==> config.mk <==
export PLATFORM = sky130hd
export DESIGN_NAME = rgb_sequence_monitor_flat
export DESIGN_NICKNAME = d
export VERILOG_FILES = /design/src/rtl/rgb_sequence_monitor_if.sv /design/src/rtl/rgb_sequence_monitor.sv /design/src/flat_wrapper.sv
export SDC_FILE = /design/constraint.sdc
export NUM_CORES = 1
export LEC_CHECK = 0
export CAP_MARGIN = 40
export CORE_ASPECT_RATIO = 1.5
export CORE_MARGIN = 10
export CORE_UTILIZATION = 35
export DETAILED_ROUTE_END_ITERATION = 7
export GPL_TIMING_DRIVEN = 0
export PLACE_DENSITY = 0.54
export SETUP_SLACK_MARGIN = 0.5
export SLEW_MARGIN = 20
export SYNTH_ARGS = -nofsm -noshare
export SYNTH_HDL_FRONTEND = slang
export SYNTH_SLANG_ARGS = --single-unit
==> constraint.sdc <==
create_clock -name clk -period 3.25 [get_ports clk]
set_input_delay 0.65 -clock clk [delete_from_list [all_inputs] [get_ports clk]]
set_output_delay 0.65 -clock clk [all_outputs]
set_load 0.01 [all_outputs]
==> src/rtl/rgb_sequence_monitor_if.sv <==
// Signal bundle between an RGB LED driver (master) and the sequence monitor (slave).
// The monitor sees the three LED lines and drives back the lock, pulse and statistics outputs.
interface rgb_sequence_monitor_if #(
  parameter int CNT_W = 21
);
  logic             red;
  logic             green;
  logic             blue;
  logic             color_valid;
  logic [2:0]       color_code;
  logic             locked;
  logic             step_pulse;
  logic             seq_error;
  logic             timing_error;
  logic [CNT_W-1:0] dwell_cycles;
  logic [7:0]       error_count;

  modport master (
    output red, green, blue,
    input  color_valid, color_code, locked, step_pulse,
    input  seq_error, timing_error, dwell_cycles, error_count
  );

  modport slave (
    input  red, green, blue,
    output color_valid, color_code, locked, step_pulse,
    output seq_error, timing_error, dwell_cycles, error_count
  );
endinterface

==> src/rtl/rgb_sequence_monitor.sv <==
// Receive-side checker for the six-colour RGB LED cycle: decodes colours, locks onto
// the RED->YELLOW->GREEN->CYAN->BLUE->MAGENTA order and flags order/dwell violations.
module rgb_sequence_monitor #(
  parameter int BLINK_INTERVAL = 2000000,
  parameter int TOLERANCE      = 4
) (
  input  logic                  clk,
  input  logic                  rst,
  rgb_sequence_monitor_if.slave mon
);
  localparam int CNT_W = $clog2(BLINK_INTERVAL + TOLERANCE + 2);
  localparam int MAX   = BLINK_INTERVAL + TOLERANCE + 1;
  localparam int LO    = BLINK_INTERVAL - TOLERANCE;
  localparam int HI    = BLINK_INTERVAL + TOLERANCE;

  typedef enum logic [1:0] {SEARCH, ACQUIRE, LOCKED} state_e;

  // Returns {valid, index}; invalid codes map to index 0.
  function automatic logic [3:0] decode(input logic [2:0] rgb);
    case (rgb)
      3'b100:  return {1'b1, 3'd0};
      3'b110:  return {1'b1, 3'd1};
      3'b010:  return {1'b1, 3'd2};
      3'b011:  return {1'b1, 3'd3};
      3'b001:  return {1'b1, 3'd4};
      3'b101:  return {1'b1, 3'd5};
      default: return 4'b0000;
    endcase
  endfunction

  function automatic logic [2:0] next_idx(input logic [2:0] idx);
    return (idx == 3'd5) ? 3'd0 : idx + 3'd1;
  endfunction

  function automatic logic [CNT_W-1:0] sat_cnt(input logic [CNT_W-1:0] c);
    return (c == CNT_W'(MAX)) ? c : c + CNT_W'(1);
  endfunction

  function automatic logic [7:0] sat_err(input logic [7:0] e);
    return (e == 8'd255) ? e : e + 8'd1;
  endfunction

  state_e           state_q, state_d;
  logic [2:0]       samp_q, prev_q;
  logic [CNT_W-1:0] cnt_q, cnt_d;
  logic             valid_q, locked_q, step_q, seq_q, tim_q;
  logic [2:0]       code_q;
  logic [CNT_W-1:0] dwell_q, dwell_d;
  logic [7:0]       err_q, err_d;
  logic             step_d, seq_d, tim_d;

  logic             change, succ_ok, dwell_ok, at_max;
  logic             new_v, old_v;
  logic [2:0]       new_i, old_i;

  assign {new_v, new_i} = decode(samp_q);
  assign {old_v, old_i} = decode(prev_q);
  assign change   = (samp_q != prev_q);
  assign succ_ok  = new_v && old_v && (new_i == next_idx(old_i));
  assign dwell_ok = (cnt_q >= CNT_W'(LO)) && (cnt_q <= CNT_W'(HI));
  assign at_max   = (cnt_q == CNT_W'(MAX));

  always_comb begin
    state_d = state_q;
    step_d  = 1'b0;
    seq_d   = 1'b0;
    tim_d   = 1'b0;
    case (state_q)
      SEARCH: begin
        if (change && succ_ok) state_d = ACQUIRE;
      end
      ACQUIRE: begin
        if (change) begin
          if (succ_ok && dwell_ok) begin
            state_d = LOCKED;
            step_d  = 1'b1;
          end else if (!succ_ok) begin
            state_d = SEARCH;
          end
        end else if (at_max) begin
          state_d = SEARCH;
        end
      end
      LOCKED: begin
        if (change) begin
          if (succ_ok && dwell_ok) begin
            step_d = 1'b1;
          end else begin
            seq_d   = !succ_ok;
            tim_d   = !dwell_ok;
            state_d = SEARCH;
          end
        end else if (at_max) begin
          // Colour stuck: report once, then stop judging until re-acquired.
          tim_d   = 1'b1;
          state_d = SEARCH;
        end
      end
      default: state_d = SEARCH;
    endcase
  end

  always_comb begin
    cnt_d   = change ? CNT_W'(1) : sat_cnt(cnt_q);
    dwell_d = change ? cnt_q : dwell_q;
    err_d   = (seq_d || tim_d) ? sat_err(err_q) : err_q;
  end

  always_ff @(posedge clk or posedge rst) begin
    if (rst) begin
      samp_q   <= 3'b000;
      prev_q   <= 3'b000;
      cnt_q    <= '0;
      state_q  <= SEARCH;
      valid_q  <= 1'b0;
      code_q   <= 3'd0;
      locked_q <= 1'b0;
      step_q   <= 1'b0;
      seq_q    <= 1'b0;
      tim_q    <= 1'b0;
      dwell_q  <= '0;
      err_q    <= 8'd0;
    end else begin
      samp_q   <= {mon.red, mon.green, mon.blue};
      prev_q   <= samp_q;
      cnt_q    <= cnt_d;
      state_q  <= state_d;
      valid_q  <= new_v;
      code_q   <= new_i;
      locked_q <= (state_d == LOCKED);
      step_q   <= step_d;
      seq_q    <= seq_d;
      tim_q    <= tim_d;
      dwell_q  <= dwell_d;
      err_q    <= err_d;
    end
  end

  assign mon.color_valid  = valid_q;
  assign mon.color_code   = code_q;
  assign mon.locked       = locked_q;
  assign mon.step_pulse   = step_q;
  assign mon.seq_error    = seq_q;
  assign mon.timing_error = tim_q;
  assign mon.dwell_cycles = dwell_q;
  assign mon.error_count  = err_q;
endmodule
==> src/flat_wrapper.sv <==
// flat-port wrapper written by rule: the top's interface ports become plain ports
module rgb_sequence_monitor_flat 
#(
  parameter int BLINK_INTERVAL = 2000000,
  parameter int TOLERANCE      = 4
)
  (clk, rst, mon_red, mon_green, mon_blue, mon_color_valid, mon_color_code, mon_locked, mon_step_pulse, mon_seq_error, mon_timing_error, mon_dwell_cycles, mon_error_count);
  rgb_sequence_monitor_if mon_i ();
  input  logic clk;
  input  logic rst;
  input wire logic [$bits(mon_i.red)-1:0] mon_red;
  input wire logic [$bits(mon_i.green)-1:0] mon_green;
  input wire logic [$bits(mon_i.blue)-1:0] mon_blue;
  output wire logic [$bits(mon_i.color_valid)-1:0] mon_color_valid;
  output wire logic [$bits(mon_i.color_code)-1:0] mon_color_code;
  output wire logic [$bits(mon_i.locked)-1:0] mon_locked;
  output wire logic [$bits(mon_i.step_pulse)-1:0] mon_step_pulse;
  output wire logic [$bits(mon_i.seq_error)-1:0] mon_seq_error;
  output wire logic [$bits(mon_i.timing_error)-1:0] mon_timing_error;
  output wire logic [$bits(mon_i.dwell_cycles)-1:0] mon_dwell_cycles;
  output wire logic [$bits(mon_i.error_count)-1:0] mon_error_count;
  assign mon_i.red = mon_red;
  assign mon_i.green = mon_green;
  assign mon_i.blue = mon_blue;
  assign mon_color_valid = mon_i.color_valid;
  assign mon_color_code = mon_i.color_code;
  assign mon_locked = mon_i.locked;
  assign mon_step_pulse = mon_i.step_pulse;
  assign mon_seq_error = mon_i.seq_error;
  assign mon_timing_error = mon_i.timing_error;
  assign mon_dwell_cycles = mon_i.dwell_cycles;
  assign mon_error_count = mon_i.error_count;
  rgb_sequence_monitor #(.BLINK_INTERVAL(BLINK_INTERVAL), .TOLERANCE(TOLERANCE)) u_core (.clk(clk), .rst(rst), .mon(mon_i));
endmodule
; Word level (Yosys, flattened, before mapping)
; Cells that the tools add are included.
[totals]
ff_bits = 66
output_inout_bits = 37
word_cells = 73
[op_classes]
add_sub_neg = 3
order_cmp = 2
eq_ne = 21
n_mux = 23
bitwise = 1
n_reduce_logical = 11
[ops]
columns = operator, n
row1 = 4-bit case mux with 6 select lines, 2
row2 = 21-bit two-way mux, 2
row3 = "21-bit by 1-bit adder with 21-bit output, second input constant", 1
row4 = "21-bit == test, second input constant", 1
row5 = "3-bit == test, second input constant", 7
row6 = "21-bit >= comparator, second input constant", 1
row7 = "21-bit less-or-equal comparator, second input constant", 1
row8 = 2-bit two-way mux, 7
row9 = "3-bit by 2-bit == test with 1-bit output, second input constant", 4
row10 = 1-bit two-way mux, 10
row11 = "8-bit by 1-bit adder with 8-bit output, second input constant", 1
row12 = "8-bit == test, second input constant", 1
row13 = "3-bit by 1-bit == test with 1-bit output, second input constant", 2
row14 = 2-bit case mux with 3 select lines, 1
row15 = 1-bit logical AND, 5
row16 = "2-bit == test, second input constant", 2
row17 = "3-bit by 1-bit adder with 3-bit output, second input constant", 1
row18 = 3-bit == test, 1
row19 = 3-bit two-way mux, 1
row20 = 3-bit inequality test, 1
row21 = "2-bit by 1-bit == test with 1-bit output, second input constant", 1
row22 = 1-bit logical NOT, 2
row23 = 2-bit logical NOT, 1
row24 = "2-bit by 1-bit inequality test with 1-bit output, second input constant", 1
row25 = 4 further kinds, 4

; Depth between registers and ports, before layout
[depth]
depth_word = 12
mapped_depth = 8
depth_no_buf = 7

; Least setup slack after synthesis
; OpenSTA, ideal clock, no wires.
[synth_timing]
path_type = reg2reg
start = register u_core.cnt_q[3]
end = register u_core.err_q[1] (netlist: u_core.mon.error_count[1])
t_arrival_ns = 2.144
required_time_ns = 3.122
setup_slack_ns = 0.978
stages_incl_launch_ff = 8
n_path_buf = 0
cell_sequence = dfrtp_1 -> or4_4 -> nor4_4 -> nand4_1 -> a22oi_4 -> nand2_2 -> nand3_1 -> mux2_1
[synth_via]
elab_chain_len = 8
elab_cells_between_ends = 15
cone_classes = 2 x order compare / 1 x eq/ne / 7 x mux / 5 x reduce/logical
[synth_lines]
columns = item, line_no
row1 = "start, declared", rgb_sequence_monitor.sv:45  ; logic [CNT_W-1:0] cnt_q, cnt_d;
row2 = "start signal, assigned", rgb_sequence_monitor.sv:126  ; cnt_q <= cnt_d;
row3 = 21-bit >= comparator or 21-bit less-or-equal comparator (tied branches), rgb_sequence_monitor.sv:60  ; assign dwell_ok = (cnt_q >= CNT_W'(LO)) && (cnt_q <= CNT_W'(HI));
row4 = 1-bit logical AND, rgb_sequence_monitor.sv:60
row5 = 1-bit logical AND or 1-bit logical NOT (tied branches), "rgb_sequence_monitor.sv:86, rgb_sequence_monitor.sv:90"
row6 = 1-bit two-way mux, rgb_sequence_monitor.sv:86  ; if (succ_ok && dwell_ok) begin
row7 = 1-bit two-way mux, rgb_sequence_monitor.sv:85  ; if (change) begin
row8 = 1-bit two-way mux, rgb_sequence_monitor.sv:68  ; case (state_q)
row9 = 1-bit logical OR *, rgb_sequence_monitor.sv:106  ; err_d = (seq_d || tim_d) ? sat_err(err_q) : err_q;
row10 = 2-bit AND reduction (no source line) *, --
row11 = "end signal, assigned", rgb_sequence_monitor.sv:135  ; err_q <= err_d;
row12 = "end, declared", rgb_sequence_monitor.sv:49  ; logic [7:0] err_q, err_d;
; Mark *: on every way between the ends. The rest lies on a longest branch, timed or not.
; A chain may end at the register's enable or synchronous reset.

; Worst setup path after layout
; Same ends and word-level chain as after synthesis.

==> results_dict.tcl <==
set metrics [dict create \
    status "finished, final reports clean" \
    path_max_fanout 7 \
    grt_max_degree 48 \
    fin_ws_ps 763 \
    synthToLayoutAreaGrowth_pct 27.5 \
    synth_compound_area_frac 0.0632 \
    finClkSkew_ps 7.47 \
    cts_tree "built" \
    ant_nets 0 \
    synth_area_leaders "dfrtp_1, mux2_2, xnor2_1, nor2_1, ha_1" \
    pre_cts_slack_ps 651 \
    hold_path_depth 0 \
    diodes 0 \
    cts_setup_buffers 0 \
    io_buffer_count 41 \
    die_x_um 97.4 \
    comb_power_share 0.080 \
    grt_use_total 0.104 \
    worstPathArrival_ps 2700 \
    startpoint_type "flip-flop" \
    rsz0062_at_grt "false" \
    clock-sinks 66 \
    core_um2 8830 \
    path_clk_slew_ps 60 \
    finalCritPeriodShare 0.765 \
    ys_types 44 \
    yosys.area_share.simple 0.192 \
    first_global_vias 2339 \
    synthMuxAreaShare 0.0855 \
    wl_per_cell_um 14.6 \
    synth_warnings 0 \
    clkPwrFrac 0.480 \
    min_period_ps 2490 \
    initial_core_util 0.357 \
    r2r_cells 7 \
    insertion_delay_ps 330 \
    gp_routability_congestion 0.765 \
    syn_area_um2 3150 \
    cts_max_level 3 \
    swShare 0.233 \
    final_hold_viol_count 0 \
    cts_resized 0 \
    synth-xor-area-share 0.0779 \
    cts_hold_buf 0 \
    synth.net_count 294 \
    cts_buffers 9 \
    setup_viol 0 \
    hold_ws_ps 372 \
    cts_buffer_depth 2 \
    pwr-share-seq 0.439 \
    powerDensity_nw_per_um2 486 \
    p_leak_uw 0.00177 \
    drc 0 \
    timing.final.max_slew_violations 0 \
    clock.fmax_ghz 0.402 \
    max-slew-margin-rel 0.624 \
    switching_power_uw 455 \
    worst_pin_slew_ps 564 \
    antenna_found_initial 0 \
    cts_root_buffer "clkbuf_16" \
    num_vias 2221 \
    hpwl_um 4760 \
    synth_top_cell_area_share 0.525 \
    drt_iter0_drc 55 \
    rows 42 \
    end_kind "flip-flop" \
    drive_above_1_share 0.153 \
    nets 347 \
    io_pins 42 \
    synth_fa_ha_area_frac 0.0318 \
    wirelength_um 6560 \
    vdd_drop_max_mv 0.265 \
    grt.overflow.total 0 \
    ys_seq_area_frac 0.525 \
    dieArea_um2 13300 \
    yosysTopAreaCell "dfrtp_1" \
    grt_pass1_wl_um 11200 \
    die_height_um 136 \
    ys.flop_type "dfrtp_1" \
    synth_edf_count 0 \
    drt-pass1-iter-count 4 \
    async_flop_share 1.00 \
    synth.avg_cell_area_um2 11.2 \
    vias_per_cell 4.95 \
    synth-seq-cells 66 \
    synth_top_family_by_area "simple AND/OR/NAND/NOR gates" \
    syn_inst 281 \
    required_ps 3470 \
    path_class "reg2reg" \
    hp-class "reg2reg" \
    internal_power_uw 1490 \
    cap_violations 0 \
]
[layout by cell type, fill, tap and decap left out, types with 2 or more instances in the layout]
cell type,n
a21oi_1,7
or2_2,3
and3_1,14
nand3_1,11
nand2b_1,3
nor4bb_1,4
clkinv_2,4
mux2_1,2
nand2_1,13
or3_1,4
clkbuf_16,9
mux2_2,21
o221ai_1,2
ha_1,8
nor3_1,3
xor2_1,11
clkdlybuf4s50_1,41
and2_1,3
nand4_1,10
inv_1,6
o21a_1,2
dfrtp_1,66
nor2b_1,4
buf_2,3
nor2_1,29
o21ai_0,6
xnor2_1,17
buf_1,3
clkbuf_1,7
[flip-flops by register name, summed over array words and instances (netlist names)]
register                 count
u_core.cnt_q                21
u_core.mon.color_code        3
u_core.mon.color_valid       1
u_core.mon.dwell_cycles     21
u_core.mon.error_count       8
u_core.mon.locked            1
u_core.mon.seq_error         1
u_core.mon.step_pulse        1
u_core.mon.timing_error      1
u_core.prev_q                3
u_core.samp_q                3
u_core.state_q               2
[metal layers]
| layer | vias to the layer above | routed length, µm | GRT usage |
|---|---|---|---|
| li1 | 1083 | - | - |
| met3 | 10 | 345 | 0.0325 |
| met2 | 38 | 3410 | 0.178 |
| met4 | 0 | 171 | 0.0656 |
| met1 | 1090 | 2630 | 0.108 |
| met5 | - | 0 | 0 |
[synthesized netlist by cell type, drive strengths merged (2+ instances only)]
cell type  instances
xnor2             17
and2               3
nor4               2
o21ai              6
o221ai             2
ha                 8
and3              14
nor2b              4
inv                7
clkbuf             6
xor2              11
buf                7
nand2b             3
nor4bb             4
or3                4
mux2              23
o21a               2
a21oi              7
dfrtp             66
nand2             14
nor3               3
nand4             11
nand3             11
nor2              29
or2                3
[per-stage QoR]
| step | util | total power (µW) | TNS, ps | area [µm²] | std cells |
|---|---|---|---|---|---|
| CTS | 0.455 | 1980 | 0 | 4010 | 449 |
| detailed placement | 0.422 | 1030 | 0 | 3730 | 433 |
| floorplan | - | 973 | 0 | 3150 | 281 |
| global route | 0.455 | 2030 | 0 | 4010 | 449 |
| finish | 0.455 | 1950 | 0 | 4010 | 449 |
| global placement | 0.419 | 1020 | -17930 | 3700 | 432 |
[cell families (layout without fill, tap and decap cells)]
kind of cell | count (synthesis) | count (layout)
compound gates | 27 | 27
flops | 66 | 66
buf+inv | 20 | 78
mux | 24 | 24
fa+ha+maj | 8 | 8
xor+xnor | 28 | 28
simple gates | 108 | 108
[final timing paths]
kind / startpoint / to / slack (ps)
worst max register to register: u_core.cnt_q[3] / u_core.mon.error_count[1] / 760
max in group asynchronous: rst / u_core.mon.dwell_cycles[7] / 2120
worst min register to register: u_core.samp_q[2] / u_core.prev_q[2] / 370
worst max-delay path: u_core.cnt_q[3] / u_core.mon.error_count[1] / 760
min in group asynchronous: rst / u_core.samp_q[1] / 610
worst min-delay path: u_core.samp_q[2] / u_core.prev_q[2] / 370
[power by group through the flow]
stage | clock [µW] | sequential [µW] | combinational (µW)
global route | 997 | 860 | 176
global placement | 0 | 871 | 153
finish | 937 | 857 | 156
floorplan | 0 | 871 | 102
detailed placement | 0 | 872 | 159
CTS | 962 | 857 | 160
[worst max-delay path, stage by stage (launching register included)]
cell and delay (ps):
dfrtp_1 420, or4_4 580, nor4_4 270, nand4_1 180, a22oi_4 280, nand2_2 150, nand3_1 140, mux2_1 340
[final cells by class]
cell class,instances,area (µm²)
Multi-Input combinational cell,195,1420
Clock buffer,10,229
Clock inverter,6,57.6
Fill cell,856,4810
Buffer,13,53.8
Inverter,7,28.8
Timing Repair Buffer,42,438
Sequential cell,66,1650
Tap cell,110,138
Power figures use the tool's default switching activity.
